==> src/rtl/adder_issue_controller.sv <==
// Issue controller for a vector add/subtract: streams operand pairs from two RAMs into
// an external adder and writes each completed result back to a result RAM.
module adder_issue_controller (
   input  logic        clk,
   input  logic        rst_n,
   input  logic        go,
   input  logic [7:0]  vec_len,
   input  logic        op_sel,
   output logic        mem_rd_en,
   output logic [6:0]  opa_addr,
   output logic [6:0]  opb_addr,
   input  logic [31:0] opa_data,
   input  logic [31:0] opb_data,
   output logic [31:0] adder_a,
   output logic [31:0] adder_b,
   output logic        adder_op,
   output logic        adder_start,
   input  logic        adder_finish_dash,
   input  logic [31:0] adder_result,
   output logic        iteration_reinitialization,
   output logic        res_wr_en,
   output logic [6:0]  res_addr,
   output logic [31:0] res_data,
   output logic        busy,
   output logic        done,
   output logic        protocol_err
);

   typedef enum logic [2:0] {
      IDLE,
      CLEAR,
      ISSUE,
      DRAIN,
      DONE
   } state_t;

   state_t     state;
   state_t     state_nx;
   logic [7:0] len;
   logic       op_q;
   logic [7:0] issue_cnt;
   logic [7:0] issue_nx;
   logic [7:0] wr_cnt;
   logic [7:0] outstanding;
   logic       rd_valid;
   logic       fin_ok;
   logic [7:0] len_clamped;

   assign len_clamped = (vec_len > 8'd128) ? 8'd128 : vec_len;
   assign fin_ok      = adder_finish_dash && (outstanding != 8'd0);

   always_comb begin
      state_nx = state;
      issue_nx = issue_cnt;
      case (state)
         IDLE: begin
            if (go) state_nx = CLEAR;
         end
         CLEAR: begin
            issue_nx = '0;
            state_nx = (len == 8'd0) ? DONE : ISSUE;
         end
         ISSUE: begin
            issue_nx = issue_cnt + 8'd1;
            if (issue_cnt == len - 8'd1) state_nx = DRAIN;
         end
         DRAIN: begin
            // wr_cnt already advanced past the final element when its write is visible
            if (res_wr_en && (wr_cnt == len)) state_nx = DONE;
         end
         DONE: begin
            state_nx = IDLE;
         end
         default: begin
            state_nx = IDLE;
         end
      endcase
   end

   always_ff @(posedge clk or negedge rst_n) begin
      if (!rst_n) begin
         state                      <= IDLE;
         len                        <= '0;
         op_q                       <= 1'b0;
         issue_cnt                  <= '0;
         wr_cnt                     <= '0;
         outstanding                <= '0;
         rd_valid                   <= 1'b0;
         mem_rd_en                  <= 1'b0;
         opa_addr                   <= '0;
         opb_addr                   <= '0;
         adder_a                    <= '0;
         adder_b                    <= '0;
         adder_op                   <= 1'b0;
         adder_start                <= 1'b0;
         iteration_reinitialization <= 1'b0;
         res_wr_en                  <= 1'b0;
         res_addr                   <= '0;
         res_data                   <= '0;
         busy                       <= 1'b0;
         done                       <= 1'b0;
         protocol_err               <= 1'b0;
      end else begin
         state     <= state_nx;
         issue_cnt <= issue_nx;

         if ((state == IDLE) && go) begin
            len  <= len_clamped;
            op_q <= op_sel;
         end

         // Outputs are registered from next-state values so they align with the state register
         mem_rd_en <= (state_nx == ISSUE);
         if (state_nx == ISSUE) begin
            opa_addr <= issue_nx[6:0];
            opb_addr <= issue_nx[6:0];
         end

         rd_valid    <= mem_rd_en;
         adder_start <= rd_valid;
         if (rd_valid) begin
            adder_a  <= opa_data;
            adder_b  <= opb_data;
            adder_op <= op_q;
         end

         outstanding <= outstanding + {7'd0, rd_valid} - {7'd0, fin_ok};

         res_wr_en <= fin_ok;
         if (fin_ok) begin
            res_data <= adder_result;
            res_addr <= wr_cnt[6:0];
         end

         if (state == CLEAR) wr_cnt <= '0;
         else if (fin_ok)    wr_cnt <= wr_cnt + 8'd1;

         if (adder_finish_dash && (outstanding == 8'd0)) protocol_err <= 1'b1;

         iteration_reinitialization <= (state_nx != CLEAR);
         busy                       <= (state_nx != IDLE);
         done                       <= (state_nx == DONE);
      end
   end

endmodule

==> config.mk <==
export PLATFORM = sky130hd
export DESIGN_NAME = adder_issue_controller
export DESIGN_NICKNAME = d
export VERILOG_FILES = /design/src/rtl/adder_issue_controller.sv
export SDC_FILE = /design/constraint.sdc
export NUM_CORES = 1
export LEC_CHECK = 0
export BUFFER_PORTS_ARGS = -buffer_cell sky130_fd_sc_hd__buf_2
export CAP_MARGIN = 20
export CORE_AREA = 4 4 150 138
export DETAILED_ROUTE_END_ITERATION = 12
export DIE_AREA = 0 0 154 142
export HOLD_SLACK_MARGIN = 0.08
export SYNTH_ARGS = -nofsm -noshare
export SYNTH_HDL_FRONTEND = slang
export SYNTH_SLANG_ARGS = --single-unit
==> constraint.sdc <==
create_clock -name clk -period 4.3 [get_ports clk]
set_clock_uncertainty 0.1 [all_clocks]
set_input_delay 0.43 -clock clk [delete_from_list [all_inputs] [get_ports clk]]
set_output_delay 0.43 -clock clk [all_outputs]
set_load 0.005 [all_outputs]
==> impl_results.md <==
- Status: finished clean
- Effective utilization at floorplan: 34.74%
- Number of global-route vias before repair: 4834
- Switching part of the total power: 32.13%
- End of the worst register-to-register path: outstanding[6]
- Mapped Avg Cell Area: 13.53 um^2
- Inserted Diodes: 0
- Antenna violations before repair: 0
- Arrival @ worst endpoint: 2.94 ns
- Layout overhead on the synthesized area: 31.21%
- Worst R2R Start: outstanding[4]
- Proportion of power drawn by combinational gates: 34.1%
- Critical path origin: outstanding[4]
- Adder-cell share of the synthesized area: 3.140%
- Final TNS setup: 0 ns
- Pin count of the biggest net entering global routing: 73
- CTS HTree Levels: 4
- Die outline width: 154 um
- Lkg Pwr: 4.143 nW
- Layout cells sized above 1: 53.70%
- Final clock period utilization by the worst path: 63.91%
- Depth of the worst register-to-register path: 14
- Worst R2R Setup Slack: 1.55 ns
- Synth Area in Compound Gates: 4.635%
- Most used flip-flop cell after synthesis: dfrtp_1
- Total number of vias: 4565
- Iteration count of the initial detailed-routing pass: 4
- Remaining Overflow, GRT: 0
- Std cell rows: 48
- Proportion of synthesized area in mux cells: 19.69%
- Detailed Place HPWL: 11.61 mm
- Core outline area: 0.01904 mm^2
- Unrepaired setup endpoints after global routing: no
- Fin util: 45.58%
- Worst Setup Path Type: register to register
- Area of the die: 0.02187 mm^2
- Final count of pins violating max slew: 0
- Total wire length after detailed routing: 15.49 mm
- Worst slew margin relative to its limit: 45.37%
- Clock buffers created by TritonCTS: 17
- Setup Viol. Count Final: 0
- Power density over the cells: 702.1 mW/mm^2
- Quantity of gates resized following cts: 0
- Warnings, synthesis: 0
- Hold Crit Class: primary input to register
- Count of unique library cells instantiated by Yosys: 46
- Data required, critical path: 4.50 ns
- Endpoint class of the critical path: register
- Worst ir drop on vdd: 0.0003064 V
- Wire length of the first global-routing pass: 25.23 mm
- Number of nets in the layout: 843
- Post-synthesis xor/xnor area fraction: 3.973%
- Register bit count reported by yosys: 155
- Maximum fanout encountered on the critical timing path: 2
- Highest-count cells in the layout ignoring fill and taps: 232 x buf_2, 154 x dfrtp_1, 113 x mux2_2
- Hold slack: 0.1465 ns
- Proportion of synthesized chip area in sequential cells: 58.65%
- Post-synth EDFFs: 0
- Max-capacitance violation count: 0
- Ports placed on the boundary: 234
- Netlist area before placement: 0.006614 mm^2
- Overall power after layout: 0.006093 W
- Pin slew with the least headroom to its limit: 0.8195 ns
- Net switching component of the power: 0.001958 W
- Routed length per placed instance: 15.80 um
- Hold path endpoint: adder_a[27]
- CTS tree: built
- Final critical path time including I/O delays and setup: 2.748 ns
- Final routed DRC violation total: 0
- GPL Wtd Cong: 0.8164
- Most frequent standard cell in the layout excluding fill and tap cells: buf_2
- Clk_lat worst skew: 0.41 ns
- Max Clk Rate: 363.9 MHz
- Reg power frac: 38.1%
- Largest buffer count on any clock path: 2
- Count of input and output buffers: 233
- DRT iter0 DRCs: 165
- Combinational family with the most area after synthesis: multiplexers
- Nets in the synthesized netlist: 614
- Startpoint Class: register
- Endpoints failing hold: 0
- GRT Overall Usage: 14.29%
- Root buffer cell: clkbuf_16
- Startpoint of the most critical hold path: opa_data[27]
- Clock power frac: 27.8%
- Number of cells traversed by the worst hold path: 2
- Reg clk slew, reported paths: 0.06 ns
- Async set-reset flop share out of synthesis: 100.0%
- Number of inserted filler cells in the final layout: 1729
- Cell count after synthesis: 489
- Die Y: 142 um
- Basic-gate share of the synthesized area counting and, or, nand and nor cells: 6.810%
- Post-detailed-route count of antenna-violating nets: 0
- Average via count per standard cell: 4.658
- Internal power summed over all cells: 0.004135 W
- Num Clock Sinks: 155
[cells in the mapped netlist (2+ instances only)]
cell	n	area (um^2)
a31oi_1	3	18.77
nand3_1	7	35.03
nand2_1	17	63.81
dfrtp_1	155	3879
xnor2_1	14	122.6
and3_1	3	18.77
xor2_1	16	140.1
a21oi_1	8	40.04
clkbuf_1	15	56.30
o21ai_0	21	105.1
nor2_1	20	75.07
mux2i_1	3	30.03
buf_4	8	60.06
nand3b_1	3	22.52
ha_1	15	187.7
or3_1	2	12.51
buf_2	3	15.01
mux2_2	113	1272
o21bai_1	2	15.01
nand4_1	9	56.30
inv_1	17	63.81
clkbuf_2	2	10.01
nand2b_1	10	62.56
[power by group through the flow]
stage	Sequential (W)	Combinational, W	Clock, W
5_1_grt	0.00241	0.00232	0.00182
3_5_place_dp	0.00236	0.00212	0
2_1_floorplan	0.00227	0.00143	0
3_3_place_gp	0.00234	0.00204	0
6_report	0.00232	0.00208	0.00169
4_1_cts	0.00233	0.00213	0.00175
[worst max-delay path, stage by stage (launching register included)]
cell	delay (ns)
dfrtp_1	0.35
inv_1	0.07
ha_1	0.24
a41oi_4	0.22
ha_1	0.25
inv_1	0.05
ha_1	0.15
inv_1	0.05
fa_1	0.40
nand2b_1	0.16
a21oi_1	0.18
o21ai_0	0.10
a21oi_1	0.14
nor2_1	0.06
xnor2_1	0.12
[final cells by class]
class / instances / area, um^2 / share of cell area [%]
Inverter: 17 / 63.81 / 0.7353
Timing Repair Buffer: 238 / 1212 / 13.97
Multi-Input combinational cell: 289 / 2541 / 29.28
Clock inverter: 14 / 242.7 / 2.797
Tap cell: 250 / 312.8 / 3.604
Sequential cell: 155 / 3880 / 44.71
Clock buffer: 17 / 425.4 / 4.902
[sequential cells by signal, indices dropped and copies added, names as in the netlist]
| signal | flops |
|---|---|
| res_data | 32 |
| mem_rd_en | 1 |
| res_addr | 7 |
| adder_start | 1 |
| state | 3 |
| rd_valid | 1 |
| opb_addr | 7 |
| op_q | 1 |
| wr_cnt | 8 |
| done | 1 |
| res_wr_en | 1 |
| len | 8 |
| adder_op | 1 |
| adder_a | 32 |
| protocol_err | 1 |
| outstanding | 8 |
| adder_b | 32 |
| issue_cnt | 8 |
| iteration_reinitialization | 1 |
| busy | 1 |
[logic make-up after synthesis]
family	after synthesis
multiplexers	116
XOR/XNOR	30
AND/OR/NAND/NOR	82
flip-flops	155
adder cells (fa/ha/maj)	16
AO/OA/AOI/OAI	45
buffers and inverters	45
[worst max-delay path by stage]
stage | endpoint | slack (ns)
final | outstanding[6] | 1.55
after global routing | outstanding[6] | 1.35
after CTS | outstanding[6] | 1.53
after detailed placement | outstanding[6] | 1.54
after global placement | outstanding[6] | 1.59
after floorplan | outstanding[6] | 1.15
[routing by layer]
layer  share of wire [%]  track usage (%)  vias to the layer above  routed length (um)
met3                 6.7            4.561                       14                1035
li1                    -                -                     2158                   -
met5                   0                0                        -                   0
met2                  49            23.76                      176                7547
met4                 1.3            3.764                        0                 204
met1                  43            18.22                     2217                6698
[per-stage QoR]
stage	cells	cell area (um^2)	worst slack (ns)
2_1_floorplan	489	6614	1.150
3_3_place_gp	948	8000	1.586
3_5_place_dp	948	8000	1.543
4_1_cts	980	8678	1.530
5_1_grt	980	8678	1.347
6_report	980	8678	1.552
[repair_timing]
action / 4_1_cts / 5_1_grt
buffers inserted: 0 / 0
hold buffers: 1 / 0
endpoints found under the hold margin: 70 / 0
(Power assumes the default switching activity.)
